## config.mk

```make
export PLATFORM = sky130hd
export DESIGN_NAME = extend_pipe_flat
export DESIGN_NICKNAME = d
export VERILOG_FILES = /design/src/rtl/extend_pipe_if.sv /design/src/rtl/extend_pipe.sv /design/src/flat_wrapper.sv
export SDC_FILE = /design/constraint.sdc
export NUM_CORES = 1
export LEC_CHECK = 0
export BUFFER_PORTS_ARGS = -buffer_cell sky130_fd_sc_hd__buf_2
export CORE_MARGIN = 2
export CORE_UTILIZATION = 35
export DETAILED_ROUTE_END_ITERATION = 8
export PLACE_DENSITY = 0.58
export SLEW_MARGIN = 20
export SYNTH_ARGS = -nofsm -noshare
export SYNTH_HDL_FRONTEND = slang
export SYNTH_SLANG_ARGS = --single-unit
```

## constraint.sdc

```tcl
create_clock -name CLK -period 1.5 [get_ports CLK]
set_input_delay 0.075 -clock CLK [delete_from_list [all_inputs] [get_ports CLK]]
set_output_delay 0.075 -clock CLK [all_outputs]
set_load 0.005 [all_outputs]
```

## src/rtl/extend_pipe_if.sv

```systemverilog
// Handshake bus for extend_pipe: immediate/mode producer side and extended-word consumer side.
// The master modport is the environment; the slave modport is the extend_pipe block.
interface extend_pipe_if #(
    parameter int IN_W  = 16,
    parameter int OUT_W = 32,
    parameter int DEPTH = 2
) ();
    localparam int CNT_W = $clog2(DEPTH + 1);

    logic             IN_VALID;
    logic             IN_READY;
    logic [IN_W-1:0]  A;
    logic [1:0]       MODE;
    logic             OUT_VALID;
    logic             OUT_READY;
    logic [OUT_W-1:0] O;
    logic             ERR;
    logic [CNT_W-1:0] COUNT;

    modport master (
        output IN_VALID, A, MODE, OUT_READY,
        input  IN_READY, OUT_VALID, O, ERR, COUNT
    );

    modport slave (
        input  IN_VALID, A, MODE, OUT_READY,
        output IN_READY, OUT_VALID, O, ERR, COUNT
    );
endinterface

```

## src/rtl/extend_pipe.sv

```systemverilog
// Immediate extension unit feeding a DEPTH-entry circular FIFO of {ERR, O} results.
// Define EXTEND_PIPE_SHL2_EN to enable the branch-offset mode (MODE 10); otherwise it is flagged with ERR.
module extend_pipe #(
    parameter int IN_W  = 16,
    parameter int OUT_W = 32,
    parameter int DEPTH = 2
) (
    input  logic           CLK,
    input  logic           RST_N,
    input  logic           FLUSH,
    extend_pipe_if.slave   bus
);
    localparam int CNT_W = $clog2(DEPTH + 1);
    localparam int PTR_W = (DEPTH > 1) ? $clog2(DEPTH) : 1;
    localparam int EXT_W = OUT_W - IN_W;

    generate
        if ((IN_W >= OUT_W) || (OUT_W < IN_W + 2) || (DEPTH < 1)) begin : g_param_check
            $error("extend_pipe: illegal parameters IN_W=%0d OUT_W=%0d DEPTH=%0d", IN_W, OUT_W, DEPTH);
        end
    endgenerate

    // Returns {err, extended word} for one immediate/mode pair.
    function automatic logic [OUT_W:0] extend(input logic [IN_W-1:0] a, input logic [1:0] mode);
        logic [OUT_W-1:0] sext;
        logic [OUT_W-1:0] res;
        logic             err;
        sext = {{EXT_W{a[IN_W-1]}}, a};
        res  = sext;
        err  = 1'b0;
        case (mode)
            2'b00: res = {{EXT_W{1'b0}}, a};
            2'b01: res = sext;
`ifdef EXTEND_PIPE_SHL2_EN
            2'b10: res = {sext[OUT_W-3:0], 2'b00};
`else
            2'b10: begin
                res = sext;
                err = 1'b1;
            end
`endif
            2'b11: res = {a, {EXT_W{1'b0}}};
            default: begin
                res = sext;
                err = 1'b0;
            end
        endcase
        return {err, res};
    endfunction

    // Pointer advance with explicit wrap from DEPTH-1 back to 0.
    function automatic logic [PTR_W-1:0] ptr_inc(input logic [PTR_W-1:0] p);
        logic [PTR_W-1:0] n;
        if (p == PTR_W'(DEPTH - 1)) begin
            n = {PTR_W{1'b0}};
        end else begin
            n = p + PTR_W'(1);
        end
        return n;
    endfunction

    logic [OUT_W:0]   mem_r [DEPTH];
    logic [PTR_W-1:0] rd_ptr_r;
    logic [PTR_W-1:0] wr_ptr_r;
    logic [CNT_W-1:0] count_r;
    logic             rdy_en_r;

    logic             in_ready_s;
    logic             out_valid_s;
    logic             push_s;
    logic             pop_s;
    logic [CNT_W-1:0] count_nxt_s;
    logic [OUT_W:0]   ext_s;
    logic [OUT_W:0]   head_s;

    // Handshake qualification; FLUSH blocks both directions in the same cycle.
    always_comb begin
        in_ready_s  = 1'b0;
        out_valid_s = 1'b0;
        push_s      = 1'b0;
        pop_s       = 1'b0;
        if (rdy_en_r && (count_r < CNT_W'(DEPTH)) && !FLUSH) begin
            in_ready_s = 1'b1;
        end else begin
            in_ready_s = 1'b0;
        end
        out_valid_s = (count_r != {CNT_W{1'b0}});
        push_s      = bus.IN_VALID && in_ready_s;
        pop_s       = out_valid_s && bus.OUT_READY && !FLUSH;
    end

    // Occupancy update: simultaneous push and pop cancel out.
    always_comb begin
        count_nxt_s = count_r;
        if (FLUSH) begin
            count_nxt_s = {CNT_W{1'b0}};
        end else if (push_s && !pop_s) begin
            count_nxt_s = count_r + CNT_W'(1);
        end else if (pop_s && !push_s) begin
            count_nxt_s = count_r - CNT_W'(1);
        end else begin
            count_nxt_s = count_r;
        end
    end

    // Extension is evaluated only when the word is actually accepted.
    always_comb begin
        ext_s = {(OUT_W + 1){1'b0}};
        if (push_s) begin
            ext_s = extend(bus.A, bus.MODE);
        end else begin
            ext_s = {(OUT_W + 1){1'b0}};
        end
    end

    // Control state: pointers, occupancy and the post-reset ready enable.
    always_ff @(posedge CLK or negedge RST_N) begin
        if (!RST_N) begin
            rd_ptr_r <= {PTR_W{1'b0}};
            wr_ptr_r <= {PTR_W{1'b0}};
            count_r  <= {CNT_W{1'b0}};
            rdy_en_r <= 1'b0;
        end else begin
            rdy_en_r <= 1'b1;
            count_r  <= count_nxt_s;
            if (FLUSH) begin
                rd_ptr_r <= {PTR_W{1'b0}};
                wr_ptr_r <= {PTR_W{1'b0}};
            end else begin
                if (push_s) begin
                    wr_ptr_r <= ptr_inc(wr_ptr_r);
                end
                if (pop_s) begin
                    rd_ptr_r <= ptr_inc(rd_ptr_r);
                end
            end
        end
    end

    // Result storage; reset clears every entry so the head reads as zero.
    always_ff @(posedge CLK or negedge RST_N) begin
        if (!RST_N) begin
            for (int i = 0; i < DEPTH; i++) begin
                mem_r[i] <= {(OUT_W + 1){1'b0}};
            end
        end else if (push_s) begin
            mem_r[wr_ptr_r] <= ext_s;
        end
    end

    // Head entry is a direct read of registered storage, so it holds while not popped.
    always_comb begin
        head_s = mem_r[rd_ptr_r];
    end

    assign bus.IN_READY  = in_ready_s;
    assign bus.OUT_VALID = out_valid_s;
    assign bus.O         = head_s[OUT_W-1:0];
    assign bus.ERR       = head_s[OUT_W];
    assign bus.COUNT     = count_r;
endmodule

```

## src/flat_wrapper.sv

```systemverilog
// flat-port wrapper written by rule: the top's interface ports become plain ports
module extend_pipe_flat 
#(
    parameter int IN_W  = 16,
    parameter int OUT_W = 32,
    parameter int DEPTH = 2
)
  (CLK, RST_N, FLUSH, bus_IN_VALID, bus_A, bus_MODE, bus_OUT_READY, bus_IN_READY, bus_OUT_VALID, bus_O, bus_ERR, bus_COUNT);
  extend_pipe_if #(.IN_W(IN_W), .OUT_W(OUT_W), .DEPTH(DEPTH)) bus_i ();
  input  logic CLK;
  input  logic RST_N;
  input  logic FLUSH;
  input wire logic [$bits(bus_i.IN_VALID)-1:0] bus_IN_VALID;
  input wire logic [$bits(bus_i.A)-1:0] bus_A;
  input wire logic [$bits(bus_i.MODE)-1:0] bus_MODE;
  input wire logic [$bits(bus_i.OUT_READY)-1:0] bus_OUT_READY;
  output wire logic [$bits(bus_i.IN_READY)-1:0] bus_IN_READY;
  output wire logic [$bits(bus_i.OUT_VALID)-1:0] bus_OUT_VALID;
  output wire logic [$bits(bus_i.O)-1:0] bus_O;
  output wire logic [$bits(bus_i.ERR)-1:0] bus_ERR;
  output wire logic [$bits(bus_i.COUNT)-1:0] bus_COUNT;
  assign bus_i.IN_VALID = bus_IN_VALID;
  assign bus_i.A = bus_A;
  assign bus_i.MODE = bus_MODE;
  assign bus_i.OUT_READY = bus_OUT_READY;
  assign bus_IN_READY = bus_i.IN_READY;
  assign bus_OUT_VALID = bus_i.OUT_VALID;
  assign bus_O = bus_i.O;
  assign bus_ERR = bus_i.ERR;
  assign bus_COUNT = bus_i.COUNT;
  extend_pipe #(.IN_W(IN_W), .OUT_W(OUT_W), .DEPTH(DEPTH)) u_core (.CLK(CLK), .RST_N(RST_N), .FLUSH(FLUSH), .bus(bus_i));
endmodule
```

==> results of run 1 <==
==> through the flow <==
step / std cells / setup WS [ns] / utilization (%) / hold WS [ns] / TNS, ns
6_report: 480 / -0.107 / 47.2 / 0.0221 / -3.94
5_1_grt: 479 / -0.126 / 47.1 / 0.0314 / -7.11
4_1_cts: 477 / -0.0790 / 45.3 / 0.00534 / -1.88
3_5_place_dp: 455 / -0.0689 / 41.4 / 0.0657 / -1.43
3_3_place_gp: 455 / -0.0386 / 41.4 / 0.0685 / -0.686
2_1_floorplan: 260 / -0.0521 / - / -0.221 / -1.56
==> timing repair <==
| item | CTS | global route |
|---|---|---|
| hold buffers | 2 | 0 |
| buffers inserted | 3 | 1 |
| pin swaps | 1 | 0 |
| hold endpoints to repair | 75 | 0 |
| gates resized for setup | 22 | 32 |
| gates cloned | 1 | 2 |
| endpoints found under the setup margin | 66 | 98 |
==> cell families (layout without fill, tap and decap cells) <==
group,after synthesis,count (layout)
multiplexers,99,99
flip-flops,71,71
AND/OR/NAND/NOR,45,45
AO/OA/AOI/OAI,19,19
buffers and inverters,19,102
adder cells (fa/ha/maj),3,3
XOR/XNOR,3,3
other,1,2
==> metal layers <==
metal	share of wire, %	wire [um]
met2	45	3850
met3	4.3	372
met1	49	4230
met5	0	0
met4	2.0	170
==> flip-flops by register name (all words and copies together), names as in the netlist <==
register          count
u_core.mem_r         66
u_core.bus.COUNT      2
u_core.rd_ptr_r       1
u_core.rdy_en_r       1
u_core.wr_ptr_r       1
==> area by class of cell <==
type / count / area [um2]
diodes: 1 / 2.50
flip-flops and latches: 71 / 1780
fillers: 927 / 5430
repair buffers: 84 / 776
inverters: 2 / 7.51
clock inverters: 6 / 109
well taps: 136 / 170
multi-input cells: 170 / 1880
clock buffers: 10 / 128
==> worst max-delay path: stages, from the launching register on <==
cell and delay [ns]:
sky130_fd_sc_hd__dfrtp_2 0.43, sky130_fd_sc_hd__nor3b_4 0.21, sky130_fd_sc_hd__and3b_2 0.28, sky130_fd_sc_hd__buf_6 0.14, sky130_fd_sc_hd__clkbuf_16 0.14, sky130_fd_sc_hd__mux2_4 0.29
==> worst max path at each step <==
stage                        startpoint                to  slack [ns]
floorplan           u_core.bus.COUNT[1]  u_core.mem_r[33]       -0.05
global placement    u_core.bus.COUNT[1]  u_core.mem_r[37]       -0.04
detailed placement  u_core.bus.COUNT[1]  u_core.mem_r[65]       -0.07
CTS                     u_core.rd_ptr_r          bus_O[5]       -0.08
global route            u_core.rd_ptr_r         bus_O[20]       -0.13
finish              u_core.bus.COUNT[1]  u_core.mem_r[59]       -0.11
==> power by group <==
part | leakage [nW] | switching, mW | internal (mW)
Sequential | 0.922 | 0.247 | 2.32
Combinational | 1.38 | 0.558 | 1.23
Clock | 0.120 | 0.743 | 1.10
Total | 2.42 | 1.55 | 4.65
==> synth_stat cells <==
library cell | number | share of area (%)
sky130_fd_sc_hd__mux2_2 | 39 | 12
sky130_fd_sc_hd__buf_12 | 3 | 1.6
sky130_fd_sc_hd__xor2_1 | 2 | 0.47
sky130_fd_sc_hd__or2_2 | 1 | 0.17
sky130_fd_sc_hd__and2b_1 | 5 | 1.0
sky130_fd_sc_hd__nor3b_2 | 1 | 0.34
sky130_fd_sc_hd__nor2b_1 | 11 | 1.9
sky130_fd_sc_hd__a21oi_1 | 16 | 2.2
sky130_fd_sc_hd__nand2b_1 | 1 | 0.17
sky130_fd_sc_hd__nand2_1 | 16 | 1.6
sky130_fd_sc_hd__nor2_4 | 1 | 0.30
sky130_fd_sc_hd__a2bb2oi_1 | 1 | 0.24
sky130_fd_sc_hd__nand3b_1 | 2 | 0.41
sky130_fd_sc_hd__buf_6 | 4 | 1.2
sky130_fd_sc_hd__dfrtp_1 | 71 | 48
sky130_fd_sc_hd__a31oi_1 | 1 | 0.17
sky130_fd_sc_hd__nor2_1 | 4 | 0.41
sky130_fd_sc_hd__nand3_2 | 1 | 0.27
sky130_fd_sc_hd__buf_4 | 1 | 0.20
sky130_fd_sc_hd__buf_2 | 4 | 0.54
sky130_fd_sc_hd__ha_1 | 3 | 1.0
sky130_fd_sc_hd__xnor2_1 | 1 | 0.24
sky130_fd_sc_hd__clkbuf_1 | 4 | 0.41
sky130_fd_sc_hd__buf_1 | 1 | 0.10
sky130_fd_sc_hd__inv_1 | 2 | 0.20
sky130_fd_sc_hd__mux2_4 | 60 | 24
sky130_fd_sc_hd__o21ai_0 | 1 | 0.14
sky130_fd_sc_hd__conb_1 | 1 | 0.10
sky130_fd_sc_hd__and3b_1 | 1 | 0.24
sky130_fd_sc_hd__nor3b_1 | 1 | 0.20
==> summary.md, run 1 <==
| Metric | Value |
|---|---|
| Outcome | `complete, but fails checks` |
| Failing checks | `setup timing` |
| DRC marker count from the first detailed-route iteration | `90` |
| Register-to-Register Setup Slack | `-0.11 ns` |
| Hold path cells | `3` |
| Pwr Total | `6.20 mW` |
| Total Die Area | `11400 um2` |
| Largest fanout of any net on the critical path | `4` |
| Vias | `2275` |
| Post-synthesis share of cell area spent on full adders, half adders and majority gates | `1.01%` |
| Number of design rule violations left after detail routing | `0` |
| # Max-Cap Violations | `0` |
| Max-slew headroom at the worst pin | `65.6%` |
| Placeable core area | `approximately 10000 um2` |
| CP Data Arrival Time | `1.84 ns` |
| Power density relative to cell area | `1280 nW/um2` |
| DIE HEIGHT | `107 um` |
| Final worst setup slack | `-0.107 ns` |
| Number of cells produced by synthesis | `260` |
| Count of distinct cell types in the synthesized netlist | `30` |
| Dominant combinational cell family by area after synthesis | `multiplexers` |
| Top library cells by usage in the layout, fill and taps aside | `85 x sky130_fd_sc_hd__mux2_4, 69 x sky130_fd_sc_hd__dfrtp_1, 37 x sky130_fd_sc_hd__buf_2, 24 x sky130_fd_sc_hd__buf_6` |
| Total routing usage reported by global routing | `between 10% and 20%` |
| Clock root buffer master | `sky130_fd_sc_hd__clkbuf_8` |
| TritonCTS clock tree | `yes` |
| Pin count of the biggest net entering global routing | `51` |
| GR Util met2 | `23.2%` |
| Setup repair after global routing missed its margin | `true` |
| DP Wirelength | `between 5 and 6 mm` |
| Average size of a mapped cell | `approximately 14 um2` |
| Startpoint of the worst register-to-register path | `u_core.bus.COUNT[1]` |
| Post-placement cell area | `~4300 um2` |
| Count of final setup violators | `just under 90` |
| Initial Util | `36.0%` |
| Antenna Violating Nets Remaining | `0` |
| Pin slew with the least headroom to its limit | `approximately 0.52 ns` |
| Area added between synthesis and finish | `30.9%` |
| Endpoint, Worst Hold | `u_core.bus.COUNT[0]` |
| Synthesized-area fraction occupied by ao, oa, aoi and oai cells | `2.70%` |
| Launch point of the worst hold path | `bus_OUT_READY` |
| Total count of max-transition violations in the final report | `0` |
| Sum of overflow across all layers after global routing | `0` |
| Most common cell after layout, fill and taps aside | `sky130_fd_sc_hd__mux2_4` |
| Max Clock Freq | `622 MHz` |
| Type of the most critical hold path | `primary input to register` |
| I/O pin count | `60` |
| Yosys reg bits | `71` |
| Sequential share of the synthesized area | `48.0%` |
| Synth Area in XOR/XNOR | `0.710%` |
| Kind of start point of the critical path | `register` |
| Final WL | `8.62 mm` |
| Number of global-route vias before repair | `2432` |
| Worst Reg2Reg Path Length in Cells | `5` |
| Net total in the final layout | `approximately 360` |
| Capturing element type of the critical path | `register` |
| Fin crit period | `1.61 ns` |
| Category of the most critical setup path | `register to register` |
| Post-synthesis instance area | `about 3700 um2` |
| Final instance area | `4850 um2` |
| Final-report hold violation count | `0` |
| Port Buf Inserts | `59` |
| Maximum level of the CTS H-tree | `3` |
| Wire length of the first global-routing pass | `~14 mm` |
| Placer's final routability congestion estimate | `0.728` |
| Std cell rows | `37` |
| Antenna violations before repair | `0` |
| Vias/cell | `4.74` |
| Clock sinks | `71` |
| Proportion of layout cells with a drive suffix above 1 | `59.2%` |
| Count of TritonRoute iterations in the first routing pass | `4` |
| Clock Skew | `0.00605 ns` |
| Clock-pin slew on the worst setup and hold paths | `around 0.070 ns` |
| Critical path data required time | `1.73 ns` |
| Clock Tree Buf Depth | `2` |
| Worst vdd ir | `0.000618 V` |
| Met1 track demand over resource in global routing | `around 22%` |
| YS warnings | `0` |
| Global-route met3 utilization | `3.89%` |
| Total nets after synthesis | `286` |
| Final clock period utilization by the worst path | `107%` |
| Floorplan die width | `107 um` |
| Clock insertion delay at the later pin of the skew report | `0.35 ns` |
| Number of CTS-inserted buffers | `9` |
| Reg-to-reg endpoint | `u_core.mem_r[59]` |
| Detail-routed net length per standard cell | `18.0 um` |
| Static leakage | `2.42 nW` |
| Global route hottest layer | `met2` |
| Area share of and/or/nand/nor cells after synthesis | `roughly 7%` |
| Proportion of synthesized area in mux cells | `36.2%` |
Note: power is estimated with default switching activity, not from simulation.
==> inputs of run 2 (changes only) <==
--- a/config.mk
+++ b/config.mk
@@ -10,6 +10,7 @@
 export CORE_UTILIZATION = 35
 export DETAILED_ROUTE_END_ITERATION = 8
 export PLACE_DENSITY = 0.58
+export REMOVE_ABC_BUFFERS = 1
 export SLEW_MARGIN = 20
 export SYNTH_ARGS = -nofsm -noshare
 export SYNTH_HDL_FRONTEND = slang
==> summary.md, run 2 (synthesized netlist as in run 1, its figures left out) <==
| Metric | Value |
|---|---|
| Net total in the final layout | `362 (-0.55%)` |
| I/O pin count | `60 (unchanged)` |
| Maximum level of the CTS H-tree | `3 (unchanged)` |
| Largest fanout of any net on the critical path | `6 (+2)` |
| Final-report hold violation count | `0 (unchanged)` |
| DRC marker count from the first detailed-route iteration | `102 (+13%)` |
| Category of the most critical setup path | `register to register` |
| Number of flip-flops in the largest register | `66 (unchanged)` |
| # Max-Cap Violations | `0 (unchanged)` |
| Fin crit period | `1.52 ns (-0.0843 ns)` |
| Area added between synthesis and finish | `29.7%` |
| Clock insertion delay at the later pin of the skew report | `0.34 ns (about the same)` |
| Number of cells in the design after placement | `452 (-0.66%)` |
| Vias/cell | `4.72 (-0.48%)` |
| Total Die Area | `11400 um2 (unchanged)` |
| Detail-routed net length per standard cell | `17.4 um (-3.2%)` |
| Wire length of the first global-routing pass | `13.1 mm (-3.5%)` |
| Number of design rule violations left after detail routing | `0 (unchanged)` |
| Combined flip-flop and latch cell area | `1780 um2 (about the same)` |
| Vias | `2250 (-1.1%)` |
| Final WL | `8.30 mm (-3.8%)` |
| Placeable core area | `10300 um2 (unchanged)` |
| Top register by number of flip-flops | `u_core.mem_r` |
| Failing checks | `setup timing` |
| Setup repair after global routing missed its margin | `true` |
| Sum of overflow across all layers after global routing | `0 (unchanged)` |
| Antenna diodes | `0 (-1)` |
| Static leakage | `2.41 nW (-0.51%)` |
| Most common cell after layout, fill and taps aside | `sky130_fd_sc_hd__mux2_4` |
| Non-filler instance count after layout | `477 (-0.63%)` |
| Port Buf Inserts | `59 (unchanged)` |
| DIE HEIGHT | `107 um (unchanged)` |
| Total routing usage reported by global routing | `15.0% (-0.66 points)` |
| Critical path data required time | `1.73 ns (about the same)` |
| Clock Tree Buf Depth | `2 (unchanged)` |
| Outcome | `complete, but fails checks` |
| Number of CTS-inserted buffers | `9 (unchanged)` |
| Antenna violations before repair | `0 (unchanged)` |
| Pin count of the biggest net entering global routing | `37 (-27%)` |
| Clock root buffer master | `sky130_fd_sc_hd__clkbuf_8` |
| Final worst setup slack | `-0.0228 ns (+0.0843 ns)` |
| Floorplan die width | `107 um (unchanged)` |
| Initial Util | `36.0% (unchanged)` |
| Proportion of layout cells with a drive suffix above 1 | `58.9% (-0.24 points)` |
| Post-placement cell area | `4200 um2 (-1.2%)` |
| Max Clock Freq | `657 MHz (+5.5%)` |
| Number of global-route vias before repair | `2405 (-1.1%)` |
| Worst vdd ir | `0.000481 V (-22%)` |
| Power density relative to cell area | `1250 nW/um2 (-2.1%)` |
| Antenna Violating Nets Remaining | `0 (unchanged)` |
| Count of final setup violators | `25 (-72%)` |
| Clock Skew | `0.00636 ns (+0.000316 ns)` |
| Final instance area | `4800 um2 (-0.96%)` |
| Capturing element type of the critical path | `register` |
| Count of TritonRoute iterations in the first routing pass | `4 (unchanged)` |
| Placer's final routability congestion estimate | `0.702 (-3.6%)` |
| DP Wirelength | `4.99 mm (-10%)` |
| Total count of max-transition violations in the final report | `0 (unchanged)` |
| Std cell rows | `37 (unchanged)` |
| Final Core Density | `46.7% (-0.45 points)` |
| Clock-pin slew on the worst setup and hold paths | `0.08 ns (about the same)` |
| Clock sinks | `71 (unchanged)` |
| Kind of start point of the critical path | `register` |
| Final clock period utilization by the worst path | `102% (-5.6 points)` |
| Area of the multi-input gates | `1880 um2 (about the same)` |
| Count of fill cells added during filler insertion | `925 (-0.22%)` |
| CP Data Arrival Time | `1.75 ns (-0.09 ns)` |
| Top library cells by usage in the layout, fill and taps aside | `87 x sky130_fd_sc_hd__mux2_4, 70 x sky130_fd_sc_hd__dfrtp_1, 39 x sky130_fd_sc_hd__buf_2, 23 x sky130_fd_sc_hd__buf_6` |
| Type of the most critical hold path | `primary input to register` |
| TritonCTS clock tree | `yes` |
==> run 2: cell count changes in the layout (fill, tap and decap cells not counted), sizes merged <==
cell / change
buf: -2
clkinvlp: +2
bufinv: -1
clkbuf: -1
diode: -1
==> run 2: worst paths after layout <==
path | from | endpoint | slack (ns) | depth (start not counted)
max | u_core.bus.COUNT[1] | u_core.mem_r[62] | -0.02 | 5
min | bus_OUT_READY | u_core.bus.COUNT[0] | 0.02 | 3
max reg2reg | u_core.bus.COUNT[1] | u_core.mem_r[62] | -0.02 | 5
min reg2reg | u_core.mem_r[1] | u_core.mem_r[1] | 0.51 | 1
max in group asynchronous | RST_N | u_core.mem_r[49] | 0.69 | 3
min in group asynchronous | RST_N | u_core.bus.COUNT[0] | 0.23 | 2
==> run 2: repair_timing <==
item,4_1_cts,5_1_grt
setup buffers,4,1
endpoints found under the setup margin,50,98
pin swaps,2,2
gates resized for setup,17,43
hold buffers,2,0
hold endpoints to repair,39,0
gates cloned,2,3
==> run 2: final cells by class <==
class / instances / area share, %
Multi-Input combinational cell: 170 / 39.1
Inverter: 2 / 0.156
Tap cell: 136 / 3.54
Clock inverter: 7 / 2.03
Sequential cell: 71 / 37.0
Timing Repair Buffer: 82 / 15.6
Clock buffer: 9 / 2.58
==> run 2: critical path, cell delays in order (launching register included) <==
cell and delay, ns:
sky130_fd_sc_hd__dfrtp_1 0.39, sky130_fd_sc_hd__nor3b_2 0.18, sky130_fd_sc_hd__and3b_2 0.29, sky130_fd_sc_hd__buf_6 0.13, sky130_fd_sc_hd__buf_16 0.12, sky130_fd_sc_hd__mux2_4 0.29
==> run 2: metal layers <==
metal	wire length [um]	GRT usage, %	vias up
met5	0	0	-
met4	87	5.01	0
met3	254	2.86	8
met2	3790	22.3	46
met1	4160	21.9	1146
li1	-	-	1050
==> run 2: metrics by stage <==
stage               setup slack [ns]  hold slack (ns)  power, mW  TNS (ns)
detailed placement           -0.0912           0.0739       4.04     -1.70
floorplan                      -1.06           -0.221       3.49    -51.92
global placement             -0.0508           0.0684       4.00    -0.487
global route                 -0.0853           0.0276       6.33     -3.54
CTS                          -0.0449          0.00752       5.83     -1.06
finish                       -0.0228           0.0237       6.02    -0.347
==> run 2: power breakdown <==
group          switching [mW]  internal [mW]  total, mW
Sequential              0.241           2.32       2.56
Clock                   0.760          0.939       1.70
Combinational           0.547           1.20       1.75
==> inputs of run 3 (changes only) <==
--- a/config.mk
+++ b/config.mk
@@ -6,10 +6,12 @@
 export NUM_CORES = 1
 export LEC_CHECK = 0
 export BUFFER_PORTS_ARGS = -buffer_cell sky130_fd_sc_hd__buf_2
+export CELL_PAD_IN_SITES_DETAIL_PLACEMENT = 1
+export CELL_PAD_IN_SITES_GLOBAL_PLACEMENT = 1
 export CORE_MARGIN = 2
 export CORE_UTILIZATION = 35
 export DETAILED_ROUTE_END_ITERATION = 8
-export PLACE_DENSITY = 0.58
+export PLACE_DENSITY = 0.67
 export REMOVE_ABC_BUFFERS = 1
 export SLEW_MARGIN = 20
 export SYNTH_ARGS = -nofsm -noshare
==> summary.md, run 3 (synthesized netlist as in run 1, its figures left out) <==
| Metric | Value |
|---|---|
| Clock Skew | `0.0106 ns (+0.00420 ns)` |
| DRC marker count from the first detailed-route iteration | `74 (-27%)` |
| Final hold slack | `0.0336 ns (+0.00991 ns)` |
| Sequential Power Share | `45.5% (+2.9 points)` |
| DP Wirelength | `5.46 mm (+9.4%)` |
| Antenna violations before repair | `0 (unchanged)` |
| Count of fill cells added during filler insertion | `1093 (+18%)` |
| Vias | `2309 (+2.6%)` |
| Static leakage | `2.33 nW (-3.5%)` |
| Max Clock Freq | `649 MHz (-1.2%)` |
| Placer's final routability congestion estimate | `0.697 (-0.74%)` |
| Antenna Violating Nets Remaining | `0 (unchanged)` |
| Biggest cell delay along the critical path | `0.39 ns (about the same)` |
| Startpoint of the worst register-to-register path | `u_core.bus.COUNT[1]` |
| Setup repair after global routing missed its margin | `true` |
| Reg-to-reg endpoint | `u_core.mem_r[31]` |
| Worst vdd ir | `0.000468 V (-2.6%)` |
| Outcome | `complete, but fails checks` |
| Category of the most critical setup path | `register to register` |
| Internal | `4.13 mW (-7.6%)` |
| Capturing element type of the critical path | `register` |
| Fin crit period | `1.54 ns (+0.0187 ns)` |
| Sum of overflow across all layers after global routing | `0 (unchanged)` |
| Area added between synthesis and finish | `23.6%` |
| Floorplan die width | `107 um (unchanged)` |
| Vias/cell | `4.83 (+2.4%)` |
| Most common cell after layout, fill and taps aside | `sky130_fd_sc_hd__dfrtp_1` |
| Proportion of layout cells with a drive suffix above 1 | `58.8% (-0.17 points)` |
| Launch point of the worst hold path | `bus_OUT_READY` |
| Top library cells by usage in the layout, fill and taps aside | `70 x sky130_fd_sc_hd__dfrtp_1, 67 x sky130_fd_sc_hd__mux2_4, 57 x sky130_fd_sc_hd__buf_2, 32 x sky130_fd_sc_hd__mux2_2` |
| Clock network power share | `27.5% (-0.7 points)` |
| Total count of max-transition violations in the final report | `0 (unchanged)` |
| Ordered cell list for the critical path | `nor3b_2 > buf_4 > nand3_4 > clkbuf_16 > mux2_4` |
| Final worst setup slack | `-0.0415 ns (-0.0187 ns)` |
| Final WL | `8.91 mm (+7.5%)` |
| Placeable core area | `10300 um2 (unchanged)` |
| Pin count of the biggest net entering global routing | `45 (+22%)` |
| Std cell rows | `37 (unchanged)` |
| Number of flip-flops in the largest register | `66 (unchanged)` |
| Critical path data required time | `1.73 ns (about the same)` |
| Type of the most critical hold path | `primary input to register` |
| I/O pin count | `60 (unchanged)` |
| Initial Util | `36.0% (unchanged)` |
| Clock-pin slew on the worst setup and hold paths | `0.08 ns (about the same)` |
| Kind of start point of the critical path | `register` |
| Number of global-route vias before repair | `2600 (+8.1%)` |
| Clock insertion delay at the later pin of the skew report | `0.34 ns (about the same)` |
| Combinational cell fraction of total power | `27.0% (-2.1 points)` |
| Number of design rule violations left after detail routing | `0 (unchanged)` |
| Total routing usage reported by global routing | `15.9% (+0.94 points)` |
| P_sw | `1.50 mW (-3.1%)` |
| Final Core Density | `44.5% (-2.2 points)` |
| Worst-path cell with the longest stage delay | `sky130_fd_sc_hd__dfrtp_1` |
| CP Data Arrival Time | `1.77 ns (+0.02 ns)` |
| Wire length of the first global-routing pass | `13.8 mm (+5.9%)` |
| Clock root buffer master | `sky130_fd_sc_hd__clkbuf_8` |
| Hold path cells | `3 (unchanged)` |
| Register-to-Register Setup Slack | `-0.04 ns (-0.02 ns)` |
| Clock sinks | `71 (unchanged)` |
| Antenna diodes | `0 (unchanged)` |
| # Max-Cap Violations | `0 (unchanged)` |
| TritonCTS clock tree | `yes` |
| Final clock period utilization by the worst path | `103% (+1.2 points)` |
| Detail-routed net length per standard cell | `18.6 um (+7.2%)` |
| DIE HEIGHT | `107 um (unchanged)` |
| Failing checks | `setup timing` |
| Clock Tree Buf Depth | `2 (unchanged)` |
| Top register by number of flip-flops | `u_core.mem_r` |
| Count of TritonRoute iterations in the first routing pass | `4 (unchanged)` |
| Maximum level of the CTS H-tree | `3 (unchanged)` |
| Final-report hold violation count | `0 (unchanged)` |
| Largest fanout of any net on the critical path | `8 (+2)` |
| Total Die Area | `11400 um2 (unchanged)` |
| Power density relative to cell area | `1230 nW/um2 (-1.9%)` |
| Number of CTS-inserted buffers | `9 (unchanged)` |
| Endpoint, Worst Hold | `u_core.bus.COUNT[0]` |
| Pwr Total | `5.63 mW (-6.5%)` |
| Port Buf Inserts | `59 (unchanged)` |
| Switching share of power | `26.7% (+0.92 points)` |
| Net total in the final layout | `363 (+0.28%)` |
| Count of final setup violators | `53 (+110%)` |
| Worst Reg2Reg Path Length in Cells | `5 (unchanged)` |
-- run 3: worst max-delay path by stage --
stage                              from          endpoint  slack [ns]  cells after the start
detailed placement          bus_MODE[0]   u_core.mem_r[6]       -0.08                      7
global route        u_core.bus.COUNT[1]  u_core.mem_r[31]       -0.09                      5
CTS                     u_core.rd_ptr_r         bus_O[18]       -0.05                      3
global placement            bus_MODE[0]  u_core.mem_r[14]       -0.06                      7
floorplan           u_core.bus.COUNT[1]  u_core.mem_r[37]       -1.06                      3
finish              u_core.bus.COUNT[1]  u_core.mem_r[31]       -0.04                      5
-- run 3: power by group through the flow --
stage | sequential (mW) | combinational (mW) | clock, mW
after floorplan | 2.51 | 0.980 | 0
after global placement | 2.56 | 1.44 | 0
after detailed placement | 2.58 | 1.48 | 0
after CTS | 2.56 | 1.51 | 1.59
after global routing | 2.62 | 1.65 | 1.69
final | 2.56 | 1.52 | 1.55
-- run 3: layer usage --
layer  track usage [%]  share of wire, %  vias up
li1                  -                 -     1059
met1              21.1                46     1196
met2              25.5                48       45
met3              4.80               4.2        9
met4              3.90               1.0        0
met5                 0                 0        -
-- run 3: per-stage QoR --
stage          cells  instance area, um2  worst slack (ns)  TNS [ns]
3_5_place_dp     455                4220           -0.0819     -1.98
3_3_place_gp     455                4220           -0.0566    -0.975
6_report         478                4580           -0.0415    -0.946
4_1_cts          474                4460           -0.0492    -0.780
5_1_grt          478                4580           -0.0895     -5.25
2_1_floorplan    243                3550             -1.06    -51.92
-- run 3: worst max-delay path, delay by kind of cell, from the launching register on --
| kind | cells | cell delay [ns] |
|---|---|---|
| flops | 1 | 0.39 |
| mux | 1 | 0.30 |
| simple gates | 2 | 0.35 |
| buf+inv | 2 | 0.38 |
-- run 3: final cells by class --
class / instances / area [um2] / area share (%)
Multi-Input combinational cell: 170 / 1800 / 39.4
Sequential cell: 71 / 1780 / 38.9
Timing Repair Buffer: 83 / 619 / 13.5
Tap cell: 136 / 170 / 3.72
Clock buffer: 11 / 141 / 3.09
Clock inverter: 5 / 57.6 / 1.26
Inverter: 2 / 7.51 / 0.164
-- run 3: what timing repair did --
action / in CTS / in global routing
hold buffers: 2 / 0
setup buffers: 1 / 1
setup endpoints to repair: 60 / 92
gates resized for setup: 3 / 10
hold endpoints to repair: 31 / 0
pin swaps: 2 / 0
cloned: 0 / 3
